--- config.mk ---
export PLATFORM = sky130hd
export DESIGN_NAME = mem_responder
export DESIGN_NICKNAME = d
export VERILOG_FILES = /design/src/rtl/cpu_bus_pkg.sv /design/src/rtl/mem_array.sv /design/src/rtl/mem_responder.sv
export SDC_FILE = /design/constraint.sdc
export NUM_CORES = 1
export LEC_CHECK = 0
export ABC_AREA = 1
export BUFFER_PORTS_ARGS = -buffer_cell sky130_fd_sc_hd__buf_2
export CAP_MARGIN = 25
export CORE_MARGIN = 2
export CORE_UTILIZATION = 49
export CTS_CLUSTER_SIZE = 30
export DETAILED_ROUTE_END_ITERATION = 10
export HOLD_SLACK_MARGIN = 0.02
export PLACE_DENSITY = 0.65
export SYNTH_ARGS = -nofsm -noshare
export SYNTH_HDL_FRONTEND = slang
export SYNTH_HIERARCHICAL = 1
export SYNTH_SLANG_ARGS = --single-unit
--- constraint.sdc ---
create_clock -name clk -period 4.33 [get_ports clk]
set_clock_uncertainty 0.05 [all_clocks]
set_input_delay 0.2165 -clock clk [delete_from_list [all_inputs] [get_ports clk]]
set_output_delay 0.2165 -clock clk [all_outputs]
set_load 0.02 [all_outputs]
--- src/rtl/cpu_bus_pkg.sv ---
// Shared bus definitions for the CPU controller, the address mux and the memory responder.
package cpu_bus_pkg;

   localparam int unsigned BUS_AWIDTH = 5;
   localparam int unsigned BUS_DWIDTH = 8;

   // Controller sequencing phases
   localparam logic [2:0] PH_INST_ADDR  = 3'd0;
   localparam logic [2:0] PH_INST_FETCH = 3'd1;
   localparam logic [2:0] PH_INST_LOAD  = 3'd2;
   localparam logic [2:0] PH_IDLE       = 3'd3;
   localparam logic [2:0] PH_OP_ADDR    = 3'd4;
   localparam logic [2:0] PH_OP_FETCH   = 3'd5;
   localparam logic [2:0] PH_ALU_OP     = 3'd6;
   localparam logic [2:0] PH_STORE      = 3'd7;

   localparam logic [2:0] OP_HLT = 3'd0;
   localparam logic [2:0] OP_SKZ = 3'd1;
   localparam logic [2:0] OP_ADD = 3'd2;
   localparam logic [2:0] OP_AND = 3'd3;
   localparam logic [2:0] OP_XOR = 3'd4;
   localparam logic [2:0] OP_LDA = 3'd5;
   localparam logic [2:0] OP_STO = 3'd6;
   localparam logic [2:0] OP_JMP = 3'd7;

   typedef enum logic [1:0] {
      ST_IDLE    = 2'd0,
      ST_RD_WAIT = 2'd1,
      ST_RD_DATA = 2'd2
   } mem_state_e;

endpackage

--- src/rtl/mem_array.sv ---
// Storage array: synchronous write on two ports (bus over init on collision), combinational read.
module mem_array
   import cpu_bus_pkg::*;
#(
   parameter int unsigned AWIDTH = BUS_AWIDTH,
   parameter int unsigned DWIDTH = BUS_DWIDTH
) (
   input  logic              clk_i,
   input  logic              bus_we_i,
   input  logic [AWIDTH-1:0] bus_addr_i,
   input  logic [DWIDTH-1:0] bus_data_i,
   input  logic              init_we_i,
   input  logic [AWIDTH-1:0] init_addr_i,
   input  logic [DWIDTH-1:0] init_data_i,
   input  logic [AWIDTH-1:0] rd_addr_i,
   output logic [DWIDTH-1:0] rd_data_o
);

   logic [DWIDTH-1:0] mem_q [2**AWIDTH];
   logic              init_blocked;

   assign init_blocked = bus_we_i && (bus_addr_i == init_addr_i);

   always_ff @(posedge clk_i) begin
      if (bus_we_i)
         mem_q[bus_addr_i] <= bus_data_i;
      if (init_we_i && !init_blocked)
         mem_q[init_addr_i] <= init_data_i;
   end

   assign rd_data_o = mem_q[rd_addr_i];

endmodule

--- src/rtl/mem_responder.sv ---
// Memory-side responder: serves level-held rd after RD_WAIT wait states, commits wr strobes, flags misuse.
module mem_responder
   import cpu_bus_pkg::*;
#(
   parameter int unsigned AWIDTH  = BUS_AWIDTH,
   parameter int unsigned DWIDTH  = BUS_DWIDTH,
   parameter int unsigned RD_WAIT = 1
) (
   input  logic              clk,
   input  logic              rst_,
   input  logic [AWIDTH-1:0] addr,
   input  logic              rd,
   input  logic              wr,
   input  logic              data_e,
   input  logic [DWIDTH-1:0] wdata,
   input  logic              init_we,
   input  logic [AWIDTH-1:0] init_addr,
   input  logic [DWIDTH-1:0] init_data,
   output logic [DWIDTH-1:0] rdata,
   output logic              rdata_valid,
   output logic              busy,
   output logic              err
);

   mem_state_e        state_q, state_d;
   logic [2:0]        cnt_q, cnt_d;
   logic [AWIDTH-1:0] addr_q, addr_d;
   logic [DWIDTH-1:0] rdata_q, rdata_d;
   logic              valid_q, valid_d;
   logic              err_q, err_d;
   logic              rd_q, wr_q;
   logic              rd_rise, wr_rise, bus_we;
   logic [AWIDTH-1:0] rd_addr;
   logic [DWIDTH-1:0] mem_rdata;

   assign rd_rise = rd & ~rd_q;
   assign wr_rise = wr & ~wr_q;
   // Zero-wait reads sample the live address on the rd edge; others use the latched one.
   assign rd_addr = (state_q == ST_IDLE) ? addr : addr_q;

   always_comb begin
      state_d = state_q;
      cnt_d   = cnt_q;
      addr_d  = addr_q;
      rdata_d = rdata_q;
      valid_d = valid_q;
      err_d   = 1'b0;
      bus_we  = 1'b0;
      unique case (state_q)
         ST_IDLE: begin
            if (rd_rise && wr_rise) begin
               err_d = 1'b1;
            end else if (rd_rise) begin
               addr_d = addr;
               if (RD_WAIT == 0) begin
                  state_d = ST_RD_DATA;
                  rdata_d = mem_rdata;
                  valid_d = 1'b1;
               end else begin
                  state_d = ST_RD_WAIT;
                  cnt_d   = 3'(RD_WAIT - 1);
               end
            end else if (wr_rise) begin
               if (data_e) bus_we = 1'b1;
               else        err_d  = 1'b1;
            end
         end
         ST_RD_WAIT: begin
            err_d = wr_rise;
            if (!rd) begin
               state_d = ST_IDLE;
               err_d   = 1'b1;
            end else if (cnt_q == '0) begin
               state_d = ST_RD_DATA;
               rdata_d = mem_rdata;
               valid_d = 1'b1;
            end else begin
               cnt_d = cnt_q - 3'd1;
            end
         end
         ST_RD_DATA: begin
            err_d = wr_rise;
            if (!rd) begin
               state_d = ST_IDLE;
               valid_d = 1'b0;
            end
         end
         default: begin
            state_d = ST_IDLE;
            valid_d = 1'b0;
         end
      endcase
   end

   // rd_q resets high so a rd still held across reset release is not taken as a new request.
   always_ff @(posedge clk or negedge rst_) begin
      if (!rst_) begin
         state_q <= ST_IDLE;
         cnt_q   <= '0;
         addr_q  <= '0;
         rdata_q <= '0;
         valid_q <= 1'b0;
         err_q   <= 1'b0;
         rd_q    <= 1'b1;
         wr_q    <= 1'b0;
      end else begin
         state_q <= state_d;
         cnt_q   <= cnt_d;
         addr_q  <= addr_d;
         rdata_q <= rdata_d;
         valid_q <= valid_d;
         err_q   <= err_d;
         rd_q    <= rd;
         wr_q    <= wr;
      end
   end

   mem_array #(
      .AWIDTH(AWIDTH),
      .DWIDTH(DWIDTH)
   ) u_mem (
      .clk_i      (clk),
      .bus_we_i   (bus_we),
      .bus_addr_i (addr),
      .bus_data_i (wdata),
      .init_we_i  (init_we),
      .init_addr_i(init_addr),
      .init_data_i(init_data),
      .rd_addr_i  (rd_addr),
      .rd_data_o  (mem_rdata)
   );

   assign rdata       = rdata_q;
   assign rdata_valid = valid_q;
   assign busy        = (state_q != ST_IDLE);
   assign err         = err_q;

endmodule

# After elaboration in Yosys (flattened, before gate mapping)
# Memories as Yosys holds them, arrays and structs flattened. A register that Yosys moved wholly into a read port is not among the register bits.
# Index checks and enable logic that the tools add are counted.
[word_totals] regBits=14 latch_bits=0 mem_bits_rw=256 mem_bits_ro=0 inputBits=32 out_inout_bits=11 elab_cells=70 memories=1
[op_classes] addsub=1 n_mul=0 div_mod_pow=0 order_cmp=0 eq_ne=10 shifts=0 n_mux=31 bitwise_logic=6 n_reduce_logical=14
[mem_list] memory="u_mem.mem_q" depth=32 width=8 read_ports=1 rd_clocked_by_memory_dff=1 write_ports=2 line="mem_array.sv:19" rtl="logic [DWIDTH-1:0] mem_q [2**AWIDTH];"
[op_table] operator="1-bit 2-to-1 mux" n=17
[op_table] operator="3-bit 2-to-1 mux" n=4
[op_table] operator="2-bit inequality test (second input constant)" n=6
[op_table] operator="2-bit 2-to-1 mux" n=5
[op_table] operator="4-bit AND reduction" n=2
[op_table] operator="1-bit case mux with 3 select lines" n=2
[op_table] operator="2-bit case mux with 3 select lines" n=1
[op_table] operator="3-bit case mux with 2 select lines" n=1
[op_table] operator="3-bit AND reduction" n=2
[op_table] operator="5-bit equality test" n=1
[op_table] operator="5-bit 2-to-1 mux" n=1
[op_table] operator="5-bit AND reduction" n=1
[op_table] operator="1-bit NOT" n=4
[op_table] operator="2-bit nonzero test" n=2
[op_table] operator="1-bit logical AND" n=3
[op_table] operator="3-bit logical NOT" n=1
[op_table] operator="3-bit inequality test (second input constant)" n=1
[op_table] operator="3-bit by 1-bit subtractor with 3-bit output (second input constant)" n=1
[op_table] operator="1-bit bitwise AND" n=2
[op_table] operator="2-bit by 1-bit equality test with 1-bit output (second input constant)" n=1
[op_table] operator="2-bit equality test (second input constant)" n=1
[op_table] operator="1-bit logical NOT" n=2
[op_table] operator="2-bit logical NOT" n=1

# Longest topological paths before layout
[logic_depth] ltp_word=11 depth_mapped=18 depth_no_buf=15

# By module
# The synthesis kept the hierarchy.
[modules_own_cells] module="mem_array" n_inst=1 cells_per_inst=1890 area_each_um2=15300.9 seq_area_each_um2=7687.4
[modules_own_cells] module="mem_responder" n_inst=1 cells_per_inst=120 area_each_um2=1047.3 seq_area_each_um2=551.8

# Worst setup path before layout
# No wires, ideal clock.
[synth_path] path_type="register to register" startpoint="register state_q[0]" endpoint="memory u_mem/mem_q[10][0] (netlist bit) (enable)" setup_time_ns=0.356 arrival_time_ns=2.073 required_time_ns=3.924 slack_ns=1.851 path_stages_with_launch=11 n_path_buf=2 synth_period_minus_slack_ns=2.479 cell_sequence="dfrtp_1 -> nor2_1 -> nand2_1 -> nor3_1 -> o21ai_1 -> nor2_1 -> nand3_1 -> buf_6 -> buf_6 -> nand3_2 -> o21ai_0"
[synth_lines] element="start, declared" line="mem_responder.sv:25" rtl="mem_state_e state_q, state_d;"
[synth_lines] element="start signal, assigned" line="mem_responder.sv:107" rtl="state_q <= state_d;"
[synth_lines] element="end, declared" line="mem_array.sv:19"

==> summary.txt <==
Setup path
  – Reg2reg path depth: 9
  – Setup CP Type: reg2reg
  – Setup crit start: state_q[1]
  – R2r setup slk: between 0.8 and 0.9 ns
  – Worst path cell trace: nor2_1 > nand2_1 > nor3_1 > o21ai_1 > nor2_1 > nand3_4 > buf_12 > nand3_2 > o21ai_0
  – Most Frequent Cell on Critical Path: nor2_1
  – Worst Setup Start Kind: flop
  – WP buf/inv: 1
  – Crit path to: u_mem/mem_q[5][1]
  – Reg2Reg Launch Point: state_q[1]
  – Levels on crit path: 9
  – CP top delay family: simple AND/OR/NAND/NOR gates
  – Reg2reg end: u_mem/mem_q[5][1]
  – CP max stage cell: nor3_1
  – Arr. time, crit path: 3.58 ns
  – Crit end category: flop
  – CP max stage delay: ~0.6 ns
  – WP data required: ~4.5 ns
  – Crit-path max FO: between 60 and 70

Routing
  – Drt via density: between 6 and 7
  – DRT Pass-1 Iters: 6
  – Initial DRC Count: around 2.3k
  – Routed WL: approximately 54,000 µm
  – Via count: ~15k
  – DRT antenna net count: 0
  – DRC: 0
  – Routed len/inst: around 22 µm

Yosys
  – YS warnings: 6
  – Synth unique cells: 30
  – Syn Std Cell Area: 16,300 µm²
  – Register area share after synthesis: 0.504
  – Share of flip-flops with an asynchronous set or reset: 0.0791
  – Mean post-synth cell area: 8.13 µm²
  – Synth area leaders: edfxtp_1, nand2_1, nand4_1
  – Synth Register Bits: ~280
  – Main flop type after synthesis: edfxtp_1
  – Cell taking the most area after synthesis: edfxtp_1
  – Number of synthesized flops with an enable pin: between 200 and 300
  – Net Count, Synth: roughly 2.0k
  – Top cell type's share of synthesized area: 0.470
  – Syn Inst Count: 2,010

Timing
  – Final setup violation count: 0
  – Final Critical Period: roughly 3.5 ns
  – WHS: between 0.02 and 0.025 ns
  – Final Hold Fails: 0
  – Slew Limit Fails: 0
  – Fmax: around 290 MHz
  – Max-slew headroom: 0.217
  – Setup TNS: 0 ns
  – RSZ-0062 raised after global routing: false
  – Period utilization: 0.797
  – Worst slew pin tran: about 1.2 ns

Cells and area
  – Synth-to-Final Area Change: 9.28%
  – Fillers: 3,005
  – Layout cells sized above 1: 0.114
  – Area of the multi-input gates: between 7000 and 8000 µm²
  – Fin nets: 2,014
  – Final instance area: 17,900 µm²
  – Register Area: 8240 µm²
  – Diodes inserted: 0

CTS
  – CTS resizes: 0
  – Max H-tree Level: 1
  – Max clock buf depth: 3
  – Clk slew on worst S/H paths: roughly 0.06 ns
  – CTS root buf: clkbuf_16
  – Postcts setup bufs: 0
  – Clk sinks: between 200 and 300
  – Clock latency on the worst-skew pair: around 0.57 ns
  – CTS tree: built
  – CTS Buf Count: 30

GRT
  – First-pass GRT wire length: between 80,000 and 90,000 µm
  – Largest net degree at the start of global routing: approximately 130
  – GRT overflow: 0
  – Initial antenna violation count: 0
  – GRT Util Overall: 0.303
  – Vias in the first global route: ~14k

Placed design
  – Routability congestion estimate: 0.892
  – Placement Cell Area: 16,800 µm²
  – Dpl hpwl: ~32,000 µm
  – # port buffers: 42

Power
  – Leak: 7.54 nW
  – Cell Pwr Density: 466 nW/µm²
  – Peak VDD IR: ~400 µV

Floorplanning
  – Die H: ~190 µm
  – Die Area: 34,800 µm²
  – Initial Utilization: 0.500
  – Site Rows: 66
  – IO Count: 43
  – Core area: roughly 33,000 µm²
  – Die Width: around 190 µm

Flow run
  – Max-cap check violation count: 0

Outcome
  – Status: completed

Worst hold path
  – HP Class: in2reg
==> cell families after synthesis <==
logic type | after synthesis | synth area share
simple gates | 1485 | 0.417
flops | 278 | 0.504
xor+xnor | 2 | 0.00107
compound gates | 47 | 0.0158
buf+inv | 196 | 0.0605
fa+ha+maj | 2 | 0.00153
==> worst min path at each step <==
stage	end	from	slack [ns]	cells past startpoint
after floorplan	addr_q[0]	rst_	-0.13	0
after global placement	rdata[0]	rst_	0.15	1
after global routing	addr_q[2]	addr[2]	0.04	3
final	addr_q[2]	addr[2]	0.02	3
after CTS	addr_q[2]	addr[2]	0.02	3
after detailed placement	rdata[2]	rst_	0.16	1
==> power breakdown <==
part	internal, mW	switching (mW)	total (mW)
sequential	3.03	0.0463	3.08
clock	1.47	1.05	2.53
combinational	0.721	2.00	2.72
==> cells in the mapped netlist, types with 2 or more instances <==
| master | instances |
|---|---|
| nand3_2 | 33 |
| o21ai_1 | 2 |
| nor3_1 | 3 |
| o21ai_2 | 5 |
| buf_6 | 28 |
| dfrtp_1 | 21 |
| nand2_1 | 929 |
| nor2_2 | 32 |
| nand4_1 | 256 |
| o21ai_0 | 38 |
| inv_2 | 6 |
| nand3_1 | 217 |
| clkbuf_1 | 71 |
| edfxtp_1 | 256 |
| buf_1 | 43 |
| buf_2 | 22 |
| inv_1 | 24 |
| nor2_1 | 11 |
| ha_1 | 2 |
==> state kept, by name, summed over array words and instances, names as in the netlist <==
signal,count
state_q,2
u_mem/mem_q,256
addr_q,5
rdata_valid,1
rd_q,1
err,1
rdata,8
cnt_q,3
wr_q,1
==> repair_timing <==
item / 4_1_cts / 5_1_grt
hold buffers: 8 / 0
hold endpoints to repair: 30 / 0
setup endpoints to repair: 0 / 0
==> area by class of cell <==
| class | count | share of cell area |
|---|---|---|
| clock inverters | 21 | 0.0103 |
| flip-flops and latches | 278 | 0.461 |
| multi-input cells | 1536 | 0.401 |
| inverters | 30 | 0.00637 |
| repair buffers | 104 | 0.0464 |
| well taps | 442 | 0.0310 |
| clock buffers | 34 | 0.0441 |
==> placed cells by master, fill, tap and decap left out, types with 2 or more instances in the layout <==
| cell | n |
|---|---|
| buf_12 | 10 |
| buf_2 | 41 |
| buf_4 | 44 |
| bufinv_16 | 3 |
| clkbuf_1 | 3 |
| clkbuf_16 | 31 |
| clkinv_1 | 6 |
| clkinv_2 | 9 |
| clkinvlp_4 | 3 |
| dfrtp_1 | 21 |
| dlygate4sd3_1 | 8 |
| edfxtp_1 | 256 |
| ha_1 | 2 |
| inv_1 | 23 |
| inv_2 | 6 |
| nand2_1 | 929 |
| nand3_1 | 216 |
| nand3_2 | 33 |
| nand3_4 | 2 |
| nand4_1 | 256 |
| nor2_1 | 11 |
| nor2_2 | 32 |
| nor3_1 | 3 |
| o21ai_0 | 34 |
| o21ai_1 | 3 |
| o21ai_2 | 6 |
| o21ai_4 | 2 |
==> worst reg2reg max path: cells and delay by family (launching register included) <==
family	cells	cell delay, ns
simple gates	6	1.70
compound gates	2	0.57
flops	1	0.42
buf+inv	1	0.33
==> per-layer routing <==
layer | wire length (µm) | global-route usage
met1 | 21100 | 0.421
met4 | 2220 | 0.131
met2 | 24600 | 0.476
met3 | 6150 | 0.0448
met5 | 0 | 0
==> metrics by stage <==
stage	instances	setup WS [ns]	total power, mW	utilization
floorplan	2010	1.85	4.86	-
global placement	2379	1.02	5.74	0.512
detailed placement	2379	0.976	5.77	0.512
CTS	2442	0.955	8.27	0.544
global route	2445	0.641	8.68	0.546
finish	2445	0.879	8.33	0.546
(Power assumes the default switching activity.)
